==> src/rtl/image_pkg.sv <==
// Shared constants and the feeder state type for the image sorting engine.
package image_pkg;

  localparam int unsigned PIX_W      = 8;
  localparam int unsigned PIX_AW     = 14;
  localparam int unsigned IMG_AW     = 5;
  localparam int unsigned NUM_IMAGES = 1 << IMG_AW;

  typedef enum logic [2:0] {
    IDLE,
    FETCH,
    WAIT_REL,
    WAIT_RDY,
    FLUSH,
    DONE
  } feeder_state_t;

endpackage

==> src/rtl/image_feeder_if.sv <==
// Image memory read port plus the pixel stream towards the controller.
// FEEDER_CHECKSUM_EN adds the per-image pixel checksum signals.
interface image_feeder_if
  import image_pkg::*;
#(
  parameter int unsigned PixW  = PIX_W,
  parameter int unsigned PixAw = PIX_AW,
  parameter int unsigned ImgAw = IMG_AW
);

  logic                   mem_rd;
  logic [ImgAw+PixAw-1:0] mem_addr;
  logic [PixW-1:0]        mem_rdata;
  logic                   ready;
  logic                   pix_valid;
  logic [PixW-1:0]        pix_data;
  logic                   pix_last;
  logic [ImgAw-1:0]       image_index;
`ifdef FEEDER_CHECKSUM_EN
  logic [PixW+PixAw-1:0]  pix_sum;
  logic                   sum_valid;

  modport master (
    output mem_rd, mem_addr, pix_valid, pix_data, pix_last, image_index, pix_sum, sum_valid,
    input  mem_rdata, ready
  );
  modport slave (
    input  mem_rd, mem_addr, pix_valid, pix_data, pix_last, image_index, pix_sum, sum_valid,
    output mem_rdata, ready
  );
`else
  modport master (
    output mem_rd, mem_addr, pix_valid, pix_data, pix_last, image_index,
    input  mem_rdata, ready
  );
  modport slave (
    input  mem_rd, mem_addr, pix_valid, pix_data, pix_last, image_index,
    output mem_rdata, ready
  );
`endif

endinterface

==> src/rtl/feeder_addr_cnt.sv <==
// Pixel and image counters that form the image memory read address.
module feeder_addr_cnt
  import image_pkg::*;
#(
  parameter int unsigned PixAw = PIX_AW,
  parameter int unsigned ImgAw = IMG_AW
) (
  input  logic             clk,
  input  logic             reset,
  input  logic             inc,
  input  logic             next_img,
  input  logic             clear,
  output logic [PixAw-1:0] pix_cnt,
  output logic [ImgAw-1:0] img_cnt,
  output logic             pix_last,
  output logic             img_last
);

  logic [PixAw-1:0] pix_cnt_q, pix_cnt_d;
  logic [ImgAw-1:0] img_cnt_q, img_cnt_d;

  // Next count: clear beats next-image beats increment.
  always_comb begin
    pix_cnt_d = pix_cnt_q;
    img_cnt_d = img_cnt_q;
    if (clear) begin
      pix_cnt_d = '0;
      img_cnt_d = '0;
    end else if (next_img) begin
      pix_cnt_d = '0;
      img_cnt_d = img_cnt_q + ImgAw'(1);
    end else if (inc) begin
      pix_cnt_d = pix_cnt_q + PixAw'(1);
    end
  end

  // Counter registers.
  always_ff @(posedge clk or negedge reset) begin
    if (!reset) begin
      pix_cnt_q <= '0;
      img_cnt_q <= '0;
    end else begin
      pix_cnt_q <= pix_cnt_d;
      img_cnt_q <= img_cnt_d;
    end
  end

  assign pix_cnt  = pix_cnt_q;
  assign img_cnt  = img_cnt_q;
  assign pix_last = (pix_cnt_q == '1);
  assign img_last = (img_cnt_q == '1);

endmodule

==> src/rtl/image_feeder.sv <==
// Streams every pixel of every image from image memory to the controller,
// one beat per accepted read, pausing while the controller is busy.
// Optional FEEDER_CHECKSUM_EN adds a per-image running pixel sum.
module image_feeder
  import image_pkg::*;
#(
  parameter int unsigned PixW  = PIX_W,
  parameter int unsigned PixAw = PIX_AW,
  parameter int unsigned ImgAw = IMG_AW
) (
  input  logic          clk,
  input  logic          reset,
  input  logic          start,
  output logic          done,
  image_feeder_if.master bus
);

  feeder_state_t    state_q, state_d;
  logic             rd;
  logic             inc, next_img, clear;
  logic [PixAw-1:0] pix_cnt;
  logic [ImgAw-1:0] img_cnt;
  logic             pix_last, img_last;

  logic             pix_valid_q;
  logic             pix_last_q;
  logic [ImgAw-1:0] image_index_q;
  logic             done_q;

  feeder_addr_cnt #(
    .PixAw (PixAw),
    .ImgAw (ImgAw)
  ) u_addr_cnt (
    .clk      (clk),
    .reset    (reset),
    .inc      (inc),
    .next_img (next_img),
    .clear    (clear),
    .pix_cnt  (pix_cnt),
    .img_cnt  (img_cnt),
    .pix_last (pix_last),
    .img_last (img_last)
  );

  // Next state, read strobe and counter control.
  always_comb begin
    state_d  = state_q;
    rd       = 1'b0;
    inc      = 1'b0;
    next_img = 1'b0;
    clear    = 1'b0;
    unique case (state_q)
      IDLE, DONE: begin
        if (start) begin
          state_d = FETCH;
          clear   = 1'b1;
        end
      end
      FETCH: begin
        if (bus.ready) begin
          rd = 1'b1;
          // Pixel counter parks on the last pixel; only next_img/clear wrap it.
          if (pix_last) begin
            state_d = img_last ? FLUSH : WAIT_REL;
          end else begin
            inc = 1'b1;
          end
        end
      end
      WAIT_REL: begin
        if (!bus.ready) state_d = WAIT_RDY;
      end
      WAIT_RDY: begin
        if (bus.ready) begin
          next_img = 1'b1;
          state_d  = FETCH;
        end
      end
      FLUSH:   state_d = DONE;
      default: state_d = IDLE;
    endcase
  end

  // State and beat output registers; a beat lags its read by one cycle.
  always_ff @(posedge clk or negedge reset) begin
    if (!reset) begin
      state_q       <= IDLE;
      pix_valid_q   <= 1'b0;
      pix_last_q    <= 1'b0;
      image_index_q <= '0;
      done_q        <= 1'b0;
    end else begin
      state_q       <= state_d;
      pix_valid_q   <= rd;
      pix_last_q    <= rd & pix_last;
      image_index_q <= img_cnt;
      done_q        <= (state_d == DONE);
    end
  end

  assign bus.mem_rd      = rd;
  assign bus.mem_addr    = {img_cnt, pix_cnt};
  assign bus.pix_valid   = pix_valid_q;
  assign bus.pix_data    = bus.mem_rdata;
  assign bus.pix_last    = pix_last_q;
  assign bus.image_index = image_index_q;
  assign done            = done_q;

`ifdef FEEDER_CHECKSUM_EN
  logic [PixW+PixAw-1:0] pix_sum_q, pix_sum_d;
  logic                  sum_first_q;
  logic                  sum_valid_q;

  // Running sum; the first beat of an image restarts it.
  always_comb begin
    pix_sum_d = pix_sum_q;
    if (pix_valid_q) begin
      pix_sum_d = (sum_first_q ? '0 : pix_sum_q) + (PixW + PixAw)'(bus.mem_rdata);
    end
  end

  // Checksum registers.
  always_ff @(posedge clk or negedge reset) begin
    if (!reset) begin
      pix_sum_q   <= '0;
      sum_first_q <= 1'b1;
      sum_valid_q <= 1'b0;
    end else begin
      pix_sum_q   <= pix_sum_d;
      sum_valid_q <= pix_valid_q & pix_last_q;
      if (pix_valid_q) sum_first_q <= pix_last_q;
    end
  end

  assign bus.pix_sum   = pix_sum_q;
  assign bus.sum_valid = sum_valid_q;
`endif

endmodule

==> src/flat_wrapper.sv <==
// flat-port wrapper written by rule: the top's interface ports become plain ports
module image_feeder_flat import image_pkg::*;
#(
  parameter int unsigned PixW  = PIX_W,
  parameter int unsigned PixAw = PIX_AW,
  parameter int unsigned ImgAw = IMG_AW
)
  (clk, reset, start, done, bus_mem_rd, bus_mem_addr, bus_pix_valid, bus_pix_data, bus_pix_last, bus_image_index, bus_mem_rdata, bus_ready);
  image_feeder_if #(.PixW(PixW), .PixAw(PixAw), .ImgAw(ImgAw)) bus_i ();
  input  logic clk;
  input  logic reset;
  input  logic start;
  output logic done;
  output wire logic [$bits(bus_i.mem_rd)-1:0] bus_mem_rd;
  output wire logic [$bits(bus_i.mem_addr)-1:0] bus_mem_addr;
  output wire logic [$bits(bus_i.pix_valid)-1:0] bus_pix_valid;
  output wire logic [$bits(bus_i.pix_data)-1:0] bus_pix_data;
  output wire logic [$bits(bus_i.pix_last)-1:0] bus_pix_last;
  output wire logic [$bits(bus_i.image_index)-1:0] bus_image_index;
  input wire logic [$bits(bus_i.mem_rdata)-1:0] bus_mem_rdata;
  input wire logic [$bits(bus_i.ready)-1:0] bus_ready;
  assign bus_mem_rd = bus_i.mem_rd;
  assign bus_mem_addr = bus_i.mem_addr;
  assign bus_pix_valid = bus_i.pix_valid;
  assign bus_pix_data = bus_i.pix_data;
  assign bus_pix_last = bus_i.pix_last;
  assign bus_image_index = bus_i.image_index;
  assign bus_i.mem_rdata = bus_mem_rdata;
  assign bus_i.ready = bus_ready;
  image_feeder #(.PixW(PixW), .PixAw(PixAw), .ImgAw(ImgAw)) u_core (.clk(clk), .reset(reset), .start(start), .done(done), .bus(bus_i));
endmodule
==> config.mk <==
export PLATFORM = sky130hd
export DESIGN_NAME = image_feeder_flat
export DESIGN_NICKNAME = d
export VERILOG_FILES = /design/src/rtl/image_pkg.sv /design/src/rtl/image_feeder_if.sv /design/src/rtl/feeder_addr_cnt.sv /design/src/rtl/image_feeder.sv /design/src/flat_wrapper.sv
export SDC_FILE = /design/constraint.sdc
export NUM_CORES = 1
export LEC_CHECK = 0
export BUFFER_PORTS_ARGS = -buffer_cell sky130_fd_sc_hd__buf_2
export CAP_MARGIN = 20
export CORE_MARGIN = 5
export CORE_UTILIZATION = 45
export CTS_BUF_LIST = sky130_fd_sc_hd__clkbuf_2 sky130_fd_sc_hd__clkbuf_4 sky130_fd_sc_hd__clkbuf_8
export DETAILED_ROUTE_END_ITERATION = 12
export PLACE_DENSITY = 0.72
export SLEW_MARGIN = 40
export SYNTH_ARGS = -nofsm -noshare
export SYNTH_HDL_FRONTEND = slang
export SYNTH_HIERARCHICAL = 1
export SYNTH_SLANG_ARGS = --single-unit
==> constraint.sdc <==
create_clock -name clk -period 2.3 [get_ports clk]
set_clock_uncertainty 0.05 [all_clocks]
set_input_delay 0.46 -clock clk [delete_from_list [all_inputs] [get_ports clk]]
set_output_delay 0.46 -clock clk [all_outputs]
set_load 0.05 [all_outputs]
==> flow_metrics.tcl <==
set metrics [dict create \
    core_area_sq_um 3078 \
    track_usage_pct 15.59 \
    fin_crit_sh_pct 90.06 \
    cts_inserted_buffers 5 \
    worst_slew_pin_slew_ns 0.6575 \
    cts_hold_buf 0 \
    initial_core_util_pct 47.44 \
    p_total_mw 1.465 \
    synth_cell_type_count 33 \
    htree_levels 2 \
    r2r-start "u_core/u_addr_cnt/pix_cnt[0]" \
    cts_max_path_buffers 2 \
    irDropWorstVdd_v 0.0003501 \
    r2r_slack_ns 0.23 \
    powerDensity_nw_per_um2 872.5 \
    cp_max_fo 7 \
    viasPerCell 5.269 \
    worst_setup_path_end_kind "register" \
    fin_setup_tns_ns 0 \
    io_buffers 31 \
    antenna_found_initial 0 \
    worst-path-buf-inv 0 \
    cts_root_buf "clkbuf_4" \
    drv_slew 0 \
    slew_headroom_pct 56.17 \
    layout_commonest_cell "buf_2" \
    startpoint "u_core/u_addr_cnt/pix_cnt[0]" \
    path_class "reg2reg" \
    areaGrowthSynthToFinish_pct 15.00 \
    cts_setup_buffers 0 \
    initialDrtViolationCount 62 \
    drc 0 \
    antenna_left 0 \
    first_pass_iters 3 \
    cp.required_ns 2.50 \
    critPathSlowestCell "dfrtp_1" \
    wirelength_mm 3.036 \
    path_clk_slew_ns 0.09 \
    gp_congestion 0.8181 \
    cts_tree "built" \
    ys_ff_latch 30 \
    cp.arrival_ns 2.27 \
    max_freq_mhz 482.8 \
    fillers 280 \
    cts-resized-gates 0 \
    io_pins 48 \
    drive_above_1_share_pct 29.17 \
    wl_per_cell_microns 14.32 \
    grt_pass1_vias 1107 \
    fin_crit_ns 2.071 \
    start_kind "register" \
    synth-seq-area-share_pct 51.41 \
    slowest_delay_ns 0.45 \
    final_hold_viol_count 0 \
    drv_cap 0 \
    rsz0062_at_grt "no" \
    yosys_warnings 6 \
    synth_cells 138 \
    grt_remaining_overflow 0 \
    num_rows 20 \
    final_cell_mix "31 x buf_2, 30 x dfrtp_1, 11 x nand2_1, 11 x nor2_1, 8 x mux2i_1" \
    clock_latency_ns 0.32 \
    path_cells "ha_1, and3_1, nor2b_1, nand3_2, nor4_1, mux2i_1" \
    die_area_sq_um 4484 \
    total_leakage_power_nw 0.8587 \
    grt_first_pass_wirelength_mm 5.119 \
    die-width_microns 66.96 \
    dp_hpwl_mm 2.187 \
    setup_viol 0 \
    synthesis.nets 153 \
    cts.sinks 30 \
    vias 1117 \
    syn_area_per_cell_sq_um 10.58 \
    diodes 0 \
    synth_area_sq_um 1460 \
    hp-class "in2async" \
    critical-path-top-delay-family "simple AND/OR/NAND/NOR gates" \
    outcome "completed" \
    nets 183 \
    grt_start_max_net_pins 31 \
    dieHeight_microns 66.96 \
]
[metal layers]
layer	wire [microns]	part of all wire, %	track usage, %	vias to the layer above
met2	1434	47	23.51	32
met5	0	0	0	-
met4	51	1.7	7.595	0
li1	-	-	-	540
met1	1349	44	19.02	539
met3	201	6.6	6.577	6
[worst paths after layout]
check / end / depth (start not counted)
setup / recovery: u_core/u_addr_cnt/pix_cnt[13] / 6
hold / removal: u_core/bus.image_index[3] / 1
hold reg to reg: u_core/bus.image_index[4] / 0
max in group asynchronous: u_core/state_q[2] / 1
min in group clk: u_core/done / 2
setup reg to reg: u_core/u_addr_cnt/pix_cnt[13] / 6
[Yosys cell counts, drive strengths merged]
| library cell | n | area, sq um |
|---|---|---|
| a211oi | 2 | 15.01 |
| a21o | 1 | 7.510 |
| a21oi | 6 | 30.03 |
| and2 | 1 | 8.760 |
| and3 | 2 | 12.51 |
| and4 | 1 | 8.760 |
| and4bb | 1 | 12.51 |
| buf | 10 | 70.07 |
| clkbuf | 3 | 11.26 |
| dfrtp | 30 | 750.7 |
| ha | 3 | 37.54 |
| inv | 4 | 15.01 |
| mux2i | 8 | 80.08 |
| nand2 | 13 | 58.81 |
| nand3 | 6 | 35.03 |
| nand4 | 5 | 43.79 |
| nor2 | 11 | 41.29 |
| nor2b | 1 | 6.260 |
| nor3b | 1 | 7.510 |
| nor4 | 6 | 37.54 |
| o21ai | 2 | 10.01 |
| o31ai | 2 | 15.01 |
| or2 | 1 | 6.260 |
| or3 | 7 | 43.79 |
| or4 | 2 | 15.01 |
| or4b | 1 | 10.01 |
| xnor2 | 3 | 26.28 |
| xor2 | 5 | 43.79 |
[layout make-up]
class	count	area [sq um]	share of cell area (%)
Tap cell	44	55.05	3.279
Inverter	4	15.01	0.8942
Sequential cell	30	750.7	44.71
Timing Repair Buffer	36	192.7	11.48
Multi-Input combinational cell	91	613.1	36.51
Clock buffer	7	52.55	3.130
[metrics by stage]
stage | setup slack (ns) | std cells | area [sq um] | util [%] | hold slack (ns)
final | 0.2286 | 212 | 1679 | 54.55 | 0.1089
after floorplan | 0.04366 | 138 | 1460 | - | 0.1144
after global routing | 0.04141 | 212 | 1679 | 54.55 | 0.1421
after global placement | 0.2782 | 205 | 1627 | 52.85 | 0.3614
after detailed placement | 0.2379 | 205 | 1627 | 52.85 | 0.3691
after CTS | 0.2159 | 212 | 1679 | 54.55 | 0.1119
[kinds of logic after synthesis]
| family | Yosys count | synth area share, % |
|---|---|---|
| multiplexers | 8 | 5.484 |
| XOR/XNOR | 8 | 4.799 |
| adder cells (fa/ha/maj) | 3 | 2.571 |
| flip-flops | 30 | 51.41 |
| AND/OR/NAND/NOR | 59 | 23.82 |
| buffers and inverters | 17 | 6.598 |
| AO/OA/AOI/OAI | 13 | 5.312 |
[state kept, by name (all words and copies together), names as in the netlist]
name and cells:
u_core/state_q 3, u_core/bus.pix_last 1, u_core/u_addr_cnt/pix_cnt 14, u_core/done 1, u_core/u_addr_cnt/img_cnt 5, u_core/bus.image_index 5
u_core/bus.pix_valid 1
[power by group]
group          switching [mW]  leakage, nW  internal (mW)  total, mW
clock                   0.165       0.0322          0.139      0.304
combinational           0.370        0.426          0.137      0.507
sequential             0.0692        0.400          0.585      0.654
[worst reg2reg max path, cell delays in order, from the launching register on]
cell,delay (ns)
dfrtp_1,0.45
ha_1,0.27
and3_1,0.18
nor2b_1,0.25
nand3_2,0.18
nor4_1,0.39
mux2i_1,0.23
No activity file was read; power rests on OpenSTA's default activity.
